`config.mk`:
```
export PLATFORM = sky130hd
export DESIGN_NAME = seg7_multi_counter
export DESIGN_NICKNAME = d
export VERILOG_FILES = /design/src/rtl/seg7_multi_counter.sv
export SDC_FILE = /design/constraint.sdc
export NUM_CORES = 1
export LEC_CHECK = 0
export ABC_AREA = 1
export CORE_UTILIZATION = 58
export DETAILED_ROUTE_END_ITERATION = 7
export GPL_ROUTABILITY_DRIVEN = 0
export PLACE_DENSITY = 0.77
export SYNTH_ARGS = -nofsm -noshare
export SYNTH_HDL_FRONTEND = slang
export SYNTH_SLANG_ARGS = --single-unit
```
`constraint.sdc`:
```
create_clock -name clk -period 2.53 [get_ports clk]
set_clock_uncertainty 0.05 [all_clocks]
set_input_delay 0.3795 -clock clk [delete_from_list [all_inputs] [get_ports clk]]
set_output_delay 0.3795 -clock clk [all_outputs]
set_load 0.01 [all_outputs]
```
`src/rtl/seg7_multi_counter.sv`:
```
// N-digit BCD up/down counter with programmable prescaler, driving a multiplexed
// common-cathode 7-segment display. Optional macro: LEADING_ZERO_BLANK_EN.
module seg7_multi_counter #(
    parameter int NUM_DIGITS    = 4,
    parameter int PRESCALE_W    = 24,
    parameter int DEFAULT_COUNT = 10_000_000,
    parameter int SCAN_DIV      = 10_000
) (
    input  logic                    clk,
    input  logic                    reset,
    input  logic                    en,
    input  logic                    clear,
    input  logic                    up_down,
    input  logic [7:0]              cmp_in,
    output logic [6:0]              segments,
    output logic                    dp,
    output logic [NUM_DIGITS-1:0]   digit_sel,
    output logic [4*NUM_DIGITS-1:0] bcd_value,
    output logic                    tick,
    output logic                    wrap
);

    localparam int SCAN_W = $clog2(SCAN_DIV);
    localparam int IDX_W  = (NUM_DIGITS > 1) ? $clog2(NUM_DIGITS) : 1;

    logic [PRESCALE_W-1:0]   presc;
    logic [PRESCALE_W-1:0]   compare;
    logic [4*NUM_DIGITS-1:0] bcd_q;
    logic [4*NUM_DIGITS-1:0] bcd_next;
    logic                    roll_wrap;
    logic [SCAN_W-1:0]       scan_cnt;
    logic [IDX_W-1:0]        scan_idx;
    logic [3:0]              cur_digit;
    logic [6:0]              seg_next;

    function automatic logic [6:0] seg_decode(input logic [3:0] d);
        case (d)
            4'd0:    seg_decode = 7'h3F;
            4'd1:    seg_decode = 7'h06;
            4'd2:    seg_decode = 7'h5B;
            4'd3:    seg_decode = 7'h4F;
            4'd4:    seg_decode = 7'h66;
            4'd5:    seg_decode = 7'h6D;
            4'd6:    seg_decode = 7'h7D;
            4'd7:    seg_decode = 7'h07;
            4'd8:    seg_decode = 7'h7F;
            4'd9:    seg_decode = 7'h6F;
            default: seg_decode = 7'h00;
        endcase
    endfunction

    always_comb begin
        if (cmp_in == 8'd0) compare = PRESCALE_W'(DEFAULT_COUNT);
        else                compare = PRESCALE_W'({cmp_in, 10'b0});
    end

    // Ripple carry/borrow through the digits; a carry out of the top digit is the wrap.
    always_comb begin
        bcd_next  = bcd_q;
        roll_wrap = 1'b1;
        for (int i = 0; i < NUM_DIGITS; i++) begin
            if (roll_wrap) begin
                if (up_down) begin
                    if (bcd_q[4*i +: 4] >= 4'd9) begin
                        bcd_next[4*i +: 4] = 4'd0;
                    end else begin
                        bcd_next[4*i +: 4] = bcd_q[4*i +: 4] + 4'd1;
                        roll_wrap          = 1'b0;
                    end
                end else begin
                    if (bcd_q[4*i +: 4] == 4'd0) begin
                        bcd_next[4*i +: 4] = 4'd9;
                    end else begin
                        bcd_next[4*i +: 4] = bcd_q[4*i +: 4] - 4'd1;
                        roll_wrap          = 1'b0;
                    end
                end
            end
        end
    end

    always_ff @(posedge clk) begin
        if (reset || clear) begin
            presc <= '0;
            bcd_q <= '0;
            tick  <= 1'b0;
            wrap  <= 1'b0;
        end else if (en && (presc >= compare)) begin
            presc <= '0;
            bcd_q <= bcd_next;
            tick  <= 1'b1;
            wrap  <= roll_wrap;
        end else begin
            if (en) presc <= presc + 1'b1;
            tick <= 1'b0;
            wrap <= 1'b0;
        end
    end

    always_ff @(posedge clk) begin
        if (reset) begin
            scan_cnt <= '0;
            scan_idx <= '0;
        end else if (scan_cnt == SCAN_W'(SCAN_DIV - 1)) begin
            scan_cnt <= '0;
            if (scan_idx == IDX_W'(NUM_DIGITS - 1)) scan_idx <= '0;
            else                                    scan_idx <= scan_idx + 1'b1;
        end else begin
            scan_cnt <= scan_cnt + 1'b1;
        end
    end

    always_comb begin
        cur_digit = 4'd0;
        for (int i = 0; i < NUM_DIGITS; i++) begin
            if (scan_idx == IDX_W'(i)) cur_digit = bcd_q[4*i +: 4];
        end
    end

`ifdef LEADING_ZERO_BLANK_EN
    // Blank the selected digit when it and every digit above it are zero.
    logic upper_nonzero;
    always_comb begin
        upper_nonzero = 1'b0;
        for (int i = 0; i < NUM_DIGITS; i++) begin
            if ((IDX_W'(i) >= scan_idx) && (bcd_q[4*i +: 4] != 4'd0)) upper_nonzero = 1'b1;
        end
        seg_next = seg_decode(cur_digit);
        if ((scan_idx != '0) && !upper_nonzero) seg_next = 7'h00;
    end
`else
    always_comb begin
        seg_next = seg_decode(cur_digit);
    end
`endif

    always_ff @(posedge clk) begin
        if (reset) begin
            segments  <= 7'h00;
            dp        <= 1'b0;
            digit_sel <= '0;
        end else begin
            segments  <= seg_next;
            dp        <= (scan_idx == '0) && (presc < (compare >> 1));
            digit_sel <= NUM_DIGITS'(1) << scan_idx;
        end
    end

    assign bcd_value = bcd_q;

endmodule

```
==> impl_metrics.env, run 1 <==
export IMPL_ant_nets=0
export IMPL_drv_slew=0
export IMPL_die_w_um=91.3
export IMPL_wl_mm=11.0
export IMPL_period_needed_ps=2320
export IMPL_areaGrowthSynthToFinish_pct=23.1
export IMPL_ys_types=41
export IMPL_syn_inst=655
export IMPL_yosysSeqAreaShare_pct=30.3
export IMPL_synth_top_flop_cell="dfxtp_1"
export IMPL_cap_violations=0
export IMPL_overflow=0
export IMPL_drc=0
export IMPL_fin_total_pwr_mw=2.14
export IMPL_endpoint_kind="flop"
export IMPL_cts_max_level=3
export IMPL_rsz0062_at_grt="no"
export IMPL_ys_ff_latch=70
export IMPL_crit_type="input pin to flop"
export IMPL_synth_adder_area_share_pct=12.7
export IMPL_synth_largest_area_cell="dfxtp_1"
export IMPL_cts_made_buffers=9
export IMPL_cts_num_sinks=70
export IMPL_cts_hold_fix_buffers=0
export IMPL_dr_first_iter_drc_count=161
export IMPL_dieArea_sq_um=8330
export IMPL_row_count=32
export IMPL_synth_warnings=0
export IMPL_synth_xor_xnor_area_share_pct=4.55
export IMPL_status="finished clean"
export IMPL_worstMarginPinSlew_ps=563
export IMPL_layoutNonFillerInstCount=834
export IMPL_port_buffers=42
export IMPL_syn_area_per_cell_sq_um=7.06
export IMPL_cp_start_kind="input pin"
export IMPL_cp_cell_sequence="dlymetal6s2s_1, nor2_2, nand2_2, nor2_4, inv_2, ha_2, nor3b_2, o21ai_1, o21ai_1, nand2_1, nand2_1, nand2_1, nand2_1, nand2_2, nand2_2, nand2_4, buf_12, nand3_4, nand2_1, inv_1, nor2_2"
export IMPL_cp_data_required_time_ps=2740
export IMPL_synthMuxAreaShare_pct=0
export IMPL_ys_top_cells_by_count="113 x inv_1, 96 x nand2_1, 85 x nor2_1"
export IMPL_antenna_found_initial=0
export IMPL_pre_cts_ws_ps=-502
export IMPL_hold_viol=0
export IMPL_drive_gt1_share_pct=13.4
export IMPL_crit_family="simple AND/OR/NAND/NOR gates"
export IMPL_relSlewSlack_pct=62.0
export IMPL_setup_violations=0
export IMPL_hpwl_mm=8.00
export IMPL_fillCellCount=621
export IMPL_ios=43
export IMPL_power_leakage_nw=2.51
export IMPL_cts_path_max_buffers=2
export IMPL_ir_worst_vdd_mv=0.348
export IMPL_num_vias=4470
export IMPL_vias_per_cell=5.36
export IMPL_grt_max_degree=25
export IMPL_clk_pin_slew_ps=80
export IMPL_finalInstanceArea_sq_um=5690
export IMPL_final_nets=787
export IMPL_grt_usage_pct=26.5
export IMPL_cts_tree="yes"
export IMPL_syn_num_nets=715
export IMPL_synth_top_area_share_pct=30.3
export IMPL_drtPass1Iterations=5
export IMPL_syn_area_sq_um=4620
export IMPL_dpl_instance_area_sq_um=5320
export IMPL_diodes=0
export IMPL_start_util_pct=59.8
export IMPL_wire_per_inst_um=13.1
export IMPL_dp_cells=813
export IMPL_hp_class="flop to flop"
export IMPL_cp_arrival_ps=2540
export IMPL_fmax_mhz=430
export IMPL_fp_dieH_um=91.3
export IMPL_synth_edf_count=0
export IMPL_synth_compound_area_share_pct=11.9
export IMPL_synth_top_family_by_area="simple AND/OR/NAND/NOR gates"
export IMPL_synth_simple_gate_area_share_pct=29.3
export IMPL_slowest_delay_ps=190
export IMPL_critPathSlowestCell="ha_2"
export IMPL_finalCritPeriodShare_pct=91.9
export IMPL_crit_buf_inv=4
export IMPL_synthTopCellsByArea="dfxtp_1 30%, ha_1 13%, inv_1 9.2%, nand2_1 7.8%, nor2_1 6.9%"
export IMPL_root_buffer="clkbuf_8"
export IMPL_power_density_nw_per_um2=377
export IMPL_cp_common_cell="nand2_1"
export IMPL_synthArstFlopShare_pct=0
export IMPL_clock_latency_ps=360
export IMPL_crit_fanout=8
export IMPL_core_sq_um=7730
export IMPL_setup_ws_ps=206
export IMPL_grt_pass1_vias=4155
export IMPL_final_util_pct=73.7
export IMPL_grt_pass1_wl_mm=17.8
export IMPL_yosysMostFrequentCell="inv_1"
cell type report:
class                           count  area, sq um  area share (%)
Clock inverter                      7         55.1           0.967
Tap cell                          102          128            2.24
Sequential cell                    70         1400            24.7
Inverter                          115          432            7.58
Multi-Input combinational cell    455         2820            49.6
Timing Repair Buffer               76          726            12.8
Clock buffer                        9          124            2.18
cell families (layout without fill, tap and decap cells):
logic type | count (synthesis) | count (layout)
fa+ha+maj | 47 | 47
buf+inv | 131 | 207
xor+xnor | 24 | 24
compound gates | 94 | 94
simple gates | 289 | 290
flops | 70 | 70
registers in the layout, summed over array words and instances, names as in the netlist:
signal / flops
tick: 1
digit_sel: 4
presc: 24
dp: 1
segments: 7
wrap: 1
scan_cnt: 14
bcd_value: 16
scan_idx: 2
worst paths after layout:
check / start / endpoint / slack [ps] / depth (start not counted)
min: scan_cnt[0]$_SDFF_PP0_ / scan_cnt[0]$_SDFF_PP0_ / 400 / 1
min reg2reg: scan_cnt[0]$_SDFF_PP0_ / scan_cnt[0]$_SDFF_PP0_ / 400 / 1
max: cmp_in[6] / bcd_value[13]$_SDFFE_PP0P_ / 210 / 21
max reg2reg: scan_idx[0]$_SDFFE_PP0P_ / segments[0]$_SDFF_PP0_ / 210 / 11
per-layer routing:
metal | track usage [%] | part of all wire, %
met1 | 31.1 | 45
met2 | 46.9 | 49
met5 | 0 | 0
met3 | 5.70 | 4.8
met4 | 10.4 | 1.8
power breakdown:
| group | total, mW | switching (mW) | internal, mW |
|---|---|---|---|
| Sequential | 1.12 | 0.00579 | 1.11 |
| Combinational | 0.171 | 0.0972 | 0.0742 |
| Clock | 0.854 | 0.485 | 0.369 |
| Total | 2.14 | 0.588 | 1.56 |
cell usage in the layout (no fill, tap or decap), types with 4 or more instances in the layout:
cell             count
nor3_1              26
or2_2                5
nand2_2              4
a31oi_1              8
o21ai_1              4
ha_1                45
nor2_1              79
dfxtp_1             68
clkbuf_8             9
nand2_1             93
xnor2_1              7
a211oi_1             5
xor2_1              17
nor2_2               6
o22ai_1              4
o21ai_0             33
nand3_1             24
a21oi_1             23
nor3_2               7
nor4_1               8
clkdlybuf4s50_1     34
nand4_1             18
buf_4               32
a21oi_2              4
dlymetal6s2s_1       8
inv_1              113
what timing repair did:
item	4_1_cts	5_1_grt
cloned	0	2
endpoints found under the setup margin	37	49
pin swaps	4	10
buffers inserted	1	2
gates resized for setup	8	28
metrics by stage:
stage	hold WS [ps]	TNS, ps
6_report	403	0
2_1_floorplan	368	0
3_5_place_dp	391	-18700
3_3_place_gp	381	-15310
5_1_grt	447	0
4_1_cts	409	0
No activity file was read; power rests on OpenSTA's default activity.
==> run 2: changes to the inputs <==
--- a/config.mk
+++ b/config.mk
@@ -6,10 +6,13 @@
 export NUM_CORES = 1
 export LEC_CHECK = 0
 export ABC_AREA = 1
-export CORE_UTILIZATION = 58
+export CORE_UTILIZATION = 60
+export CTS_BUF_LIST = sky130_fd_sc_hd__clkbuf_8
 export DETAILED_ROUTE_END_ITERATION = 7
 export GPL_ROUTABILITY_DRIVEN = 0
-export PLACE_DENSITY = 0.77
+export MAX_ROUTING_LAYER = met4
+export PLACE_DENSITY = 0.8
+export SKIP_LAST_GASP = 1
 export SYNTH_ARGS = -nofsm -noshare
 export SYNTH_HDL_FRONTEND = slang
 export SYNTH_SLANG_ARGS = --single-unit
==> impl_metrics.env, run 2 (synthesis results as in run 1) <==
export IMPL_row_count=31
export IMPL_seqPwrFrac_pct=50.6
export IMPL_min_path_cells=1
export IMPL_hp_class="flop to flop"
export IMPL_cap_violations=0
export IMPL_ios=43
export IMPL_start_util_pct=63.0
export IMPL_vias_per_cell=5.50
export IMPL_pre_cts_ws_ps=-576
export IMPL_regMostFlops="presc"
export IMPL_grt_usage_pct=30.2
export IMPL_r2r_end="segments[2]$_SDFF_PP0_"
export IMPL_power_internal_mw=1.66
export IMPL_worstMarginPinSlew_ps=589
export IMPL_num_vias=4569
export IMPL_setup_violations=0
export IMPL_fp_dieH_um=89.8
export IMPL_setup_ws_ps=203
export IMPL_largest_reg_flops=24
export IMPL_port_buffers=42
export IMPL_hpwl_mm=8.44
export IMPL_grt_pass1_vias=4329
export IMPL_diodes=0
export IMPL_final_util_pct=77.2
export IMPL_crit_fanout=5
export IMPL_cp_data_required_time_ps=2730
export IMPL_finalCritPeriodShare_pct=92.0
export IMPL_power_leakage_nw=2.46
export IMPL_drive_gt1_share_pct=12.3
export IMPL_period_needed_ps=2330
export IMPL_drtPass1Iterations=5
export IMPL_fillCellCount=518
export IMPL_cts_hold_fix_buffers=0
export IMPL_hold_start="scan_cnt[0]$_SDFF_PP0_"
export IMPL_status="finished clean"
export IMPL_r2r_start="scan_idx[0]$_SDFFE_PP0P_"
export IMPL_cts_max_level=3
export IMPL_crit_type="input pin to flop"
export IMPL_core_sq_um=7330
export IMPL_cts_made_buffers=9
export IMPL_p_comb_share_pct=7.5
export IMPL_clock_latency_ps=360
export IMPL_relSlewSlack_pct=60.3
export IMPL_root_buffer="clkbuf_8"
export IMPL_antenna_found_initial=0
export IMPL_drc=0
export IMPL_overflow=0
export IMPL_cp_start_kind="input pin"
export IMPL_p_clk_share_pct=41.9
export IMPL_dr_first_iter_drc_count=244
export IMPL_grt_max_degree=20
export IMPL_ir_worst_vdd_mv=0.324
export IMPL_cts_tree="yes"
export IMPL_die_w_um=89.8
export IMPL_dp_cells=811
export IMPL_layoutNonFillerInstCount=831
export IMPL_setup_tns_ps=0
export IMPL_clk_pin_slew_ps=80
export IMPL_worstHoldEndpoint="scan_cnt[0]$_SDFF_PP0_"
export IMPL_drv_slew=0
export IMPL_areaGrowthSynthToFinish_pct=22.4
export IMPL_fmax_mhz=430
export IMPL_rrSetupSlack_ps=230
export IMPL_dieArea_sq_um=8060
export IMPL_final_common_cell="inv_1"
export IMPL_power_density_nw_per_um2=391
export IMPL_wl_mm=11.4
export IMPL_p_switching_mw=0.549
export IMPL_final_nets=788
export IMPL_cts_num_sinks=70
export IMPL_grt_pass1_wl_mm=19.2
export IMPL_hold_viol=0
export IMPL_cp_arrival_ps=2530
export IMPL_ant_nets=0
export IMPL_switching_share_pct=24.8
export IMPL_wire_per_inst_um=13.7
export IMPL_final_cell_mix="113 x inv_1, 94 x nand2_1, 81 x nor2_1"
export IMPL_cts_path_max_buffers=2
export IMPL_r2r_cells=10
export IMPL_endpoint_kind="flop"
==> run 2: cell count changes in the layout (fill, tap and decap cells not counted), moves of 2 or more <==
cell | before | now
nor2_1 | 79 | 81
clkinv_4 | 0 | 2
dlygate4sd2_1 | 0 | 6
nand3_2 | 3 | 1
dlymetal6s2s_1 | 8 | 1
inv_6 | 3 | 0
nor2_2 | 6 | 4
==> run 2: worst max-delay path by stage <==
stage / to / start / slack, ps
2_1_floorplan: presc[12]$_SDFFE_PP0P_ / cmp_in[7] / 210
3_3_place_gp: bcd_value[2]$_SDFFE_PP0P_ / cmp_in[3] / -430
3_5_place_dp: presc[9]$_SDFFE_PP0P_ / cmp_in[4] / -580
4_1_cts: bcd_value[2]$_SDFFE_PP0P_ / cmp_in[7] / 9
5_1_grt: presc[11]$_SDFFE_PP0P_ / cmp_in[4] / -1
6_report: bcd_value[14]$_SDFFE_PP0P_ / cmp_in[4] / 200
==> run 2: what timing repair did <==
item	CTS	global route
pin swaps	12	13
resized for setup	24	9
endpoints found under the setup margin	42	48
buffers inserted	3	2
cloned	1	0
==> run 2: power groups by stage <==
| stage | Sequential (mW) | Combinational [mW] | Clock (mW) |
|---|---|---|---|
| CTS | 1.12 | 0.163 | 0.930 |
| global placement | 1.14 | 0.155 | 0 |
| finish | 1.12 | 0.167 | 0.926 |
| global route | 1.12 | 0.184 | 0.976 |
| floorplan | 1.15 | 0.0867 | 0 |
| detailed placement | 1.14 | 0.160 | 0 |
==> run 2: layer usage <==
layer	GRT usage [%]	wire length, um	up-vias
met1	35.8	4870	2102
met5	-	0	-
met3	5.84	796	19
li1	-	-	2290
met2	51.0	5520	158
met4	11.1	194	0
==> run 2: area by class of cell <==
class	instances	area (sq um)	area share, %
clock inverters	5	60.1	1.06
inverters	115	432	7.63
multi-input cells	455	2810	49.6
well taps	99	124	2.19
flip-flops and latches	70	1400	24.8
clock buffers	10	138	2.43
repair buffers	77	694	12.3
==> run 2: critical path: stages <==
cell and delay, ps:
dlygate4sd2_1 260, nor2_2 110, nand2_2 80, nor2_4 200, inv_2 90, ha_4 170
nor3b_2 140, o21ai_1 80, o21ai_1 80, nand2_1 60, nand2_1 60, nand2_1 70
nand2_1 70, nand2_2 70, nand2_2 80, nand2_4 110, buf_6 160, nand3_4 70
nand2_1 60, inv_1 50, nor2_1 40
==> run 2: stage by stage <==
stage	cell area [sq um]	hold WS (ps)	power, mW
2_1_floorplan	4620	368	1.23
3_3_place_gp	5320	380	1.30
3_5_place_dp	5320	396	1.30
4_1_cts	5620	412	2.21
5_1_grt	5660	437	2.28
6_report	5660	407	2.21
==> run 3: changes to the inputs <==
--- a/config.mk
+++ b/config.mk
@@ -6,6 +6,7 @@
 export NUM_CORES = 1
 export LEC_CHECK = 0
 export ABC_AREA = 1
+export CORE_ASPECT_RATIO = 1.25
 export CORE_UTILIZATION = 60
 export CTS_BUF_LIST = sky130_fd_sc_hd__clkbuf_8
 export DETAILED_ROUTE_END_ITERATION = 7
==> impl_metrics.env, run 3 (synthesis results as in run 1) <==
export IMPL_status="finished clean"
export IMPL_ios=43
export IMPL_cts_hold_fix_buffers=0
export IMPL_cp_start_kind="flop"
export IMPL_grt_pass1_wl_mm=18.0
export IMPL_die_w_um=80.5
export IMPL_root_buffer="clkbuf_8"
export IMPL_drc=0
export IMPL_period_needed_ps=2340
export IMPL_antenna_found_initial=0
export IMPL_cts_tree="yes"
export IMPL_wire_per_inst_um=13.7
export IMPL_hold_viol=0
export IMPL_relSlewSlack_pct=39.6
export IMPL_largest_reg_flops=24
export IMPL_start_util_pct=62.5
export IMPL_drv_slew=0
export IMPL_areaGrowthSynthToFinish_pct=24.0
export IMPL_wl_mm=11.3
export IMPL_diodes=0
export IMPL_ant_nets=0
export IMPL_r2r_start="scan_idx[1]$_SDFFE_PP0P_"
export IMPL_min_path_cells=1
export IMPL_dp_cells=799
export IMPL_rrSetupSlack_ps=190
export IMPL_hp_class="flop to flop"
export IMPL_cp_arrival_ps=2570
export IMPL_fin_total_pwr_mw=2.42
export IMPL_grt_usage_pct=29.1
export IMPL_final_common_cell="inv_1"
export IMPL_grt_max_degree=25
export IMPL_fillCellCount=520
export IMPL_core_sq_um=7400
export IMPL_hold_start="scan_cnt[0]$_SDFF_PP0_"
export IMPL_worstHoldEndpoint="scan_cnt[0]$_SDFF_PP0_"
export IMPL_fp_dieH_um=100
export IMPL_setup_tns_ps=0
export IMPL_crit_fanout=5
export IMPL_cap_violations=0
export IMPL_vias_per_cell=5.49
export IMPL_r2r_cells=11
export IMPL_power_density_nw_per_um2=422
export IMPL_worstMarginPinSlew_ps=906
export IMPL_fmax_mhz=428
export IMPL_setup_violations=0
export IMPL_finalCritPeriodShare_pct=92.4
export IMPL_drtPass1Iterations=6
export IMPL_hpwl_mm=7.96
export IMPL_layoutNonFillerInstCount=820
export IMPL_clk_pin_slew_ps=80
export IMPL_row_count=35
export IMPL_overflow=0
export IMPL_cts_made_buffers=9
export IMPL_crit_type="flop to flop"
export IMPL_cts_max_level=3
export IMPL_dieArea_sq_um=8060
export IMPL_port_buffers=42
export IMPL_final_cell_mix="111 x inv_1, 93 x nand2_1, 82 x nor2_1"
export IMPL_endpoint_kind="flop"
export IMPL_dr_first_iter_drc_count=227
export IMPL_cts_path_max_buffers=2
export IMPL_final_nets=783
export IMPL_power_leakage_nw=2.54
export IMPL_regMostFlops="presc"
export IMPL_holdWs_ps=403
export IMPL_r2r_end="segments[0]$_SDFF_PP0_"
export IMPL_ir_worst_vdd_mv=0.272
export IMPL_grt_pass1_vias=4234
export IMPL_cp_data_required_time_ps=2760
export IMPL_drive_gt1_share_pct=12.6
export IMPL_clock_latency_ps=350
export IMPL_cts_num_sinks=70
export IMPL_num_vias=4502
## run 3: cell type report
cell class	count	area (sq um)	area share (%)
Tap cell	92	115	2.01
Sequential cell	70	1400	24.5
Inverter	115	432	7.53
Timing Repair Buffer	70	667	11.6
Clock buffer	10	138	2.40
Clock inverter	6	110	1.92
Multi-Input combinational cell	457	2870	50.0
## run 3: worst max path at each step
stage / startpoint / endpoint / slack (ps) / cells past startpoint
floorplan: cmp_in[7] / presc[12]$_SDFFE_PP0P_ / 210 / 14
global placement: cmp_in[7] / presc[10]$_SDFFE_PP0P_ / -340 / 15
detailed placement: cmp_in[7] / presc[9]$_SDFFE_PP0P_ / -440 / 15
CTS: cmp_in[7] / presc[9]$_SDFFE_PP0P_ / -10 / 15
global route: bcd_value[1]$_SDFFE_PP0P_ / bcd_value[15]$_SDFFE_PP0P_ / -5 / 13
finish: scan_idx[1]$_SDFFE_PP0P_ / segments[0]$_SDFF_PP0_ / 190 / 11
## run 3: worst max-delay path: stages (launching register included)
cell	delay [ps]
dfxtp_2	360
inv_1	130
ha_1	210
inv_2	70
o21ai_0	180
o21ai_0	190
o21ai_1	160
o21ai_0	120
buf_4	180
ha_1	190
or2_2	280
a31oi_1	150
## run 3: repair_timing
item,in CTS,in global routing
pin swaps,1,9
gates resized for setup,2,39
cloned,0,3
buffers inserted,0,2
setup endpoints to repair,23,48
## run 3: per-layer routing
layer	routed length (um)	vias up	part of all wire [%]	track usage [%]
li1	-	2284	-	-
met1	4400	2051	39	29.4
met2	6050	131	54	52.9
met3	420	36	3.7	4.64
met4	403	0	3.6	15.4
met5	0	-	0	-
## run 3: per-stage QoR
stage	util (%)	setup slack, ps	area, sq um
finish	77.4	194	5730
global route	77.4	-4.67	5730
CTS	74.6	-14.4	5520
detailed placement	71.1	-443	5270
global placement	71.1	-338	5270
floorplan	-	212	4620
## run 3: power breakdown
group / switching, mW / internal, mW / total [mW] / leakage (nW)
combinational: 0.0965 / 0.0726 / 0.169 / 1.85
sequential: 0.00565 / 1.11 / 1.12 / 0.569
clock: 0.450 / 0.680 / 1.13 / 0.124
total: 0.552 / 1.87 / 2.42 / 2.54
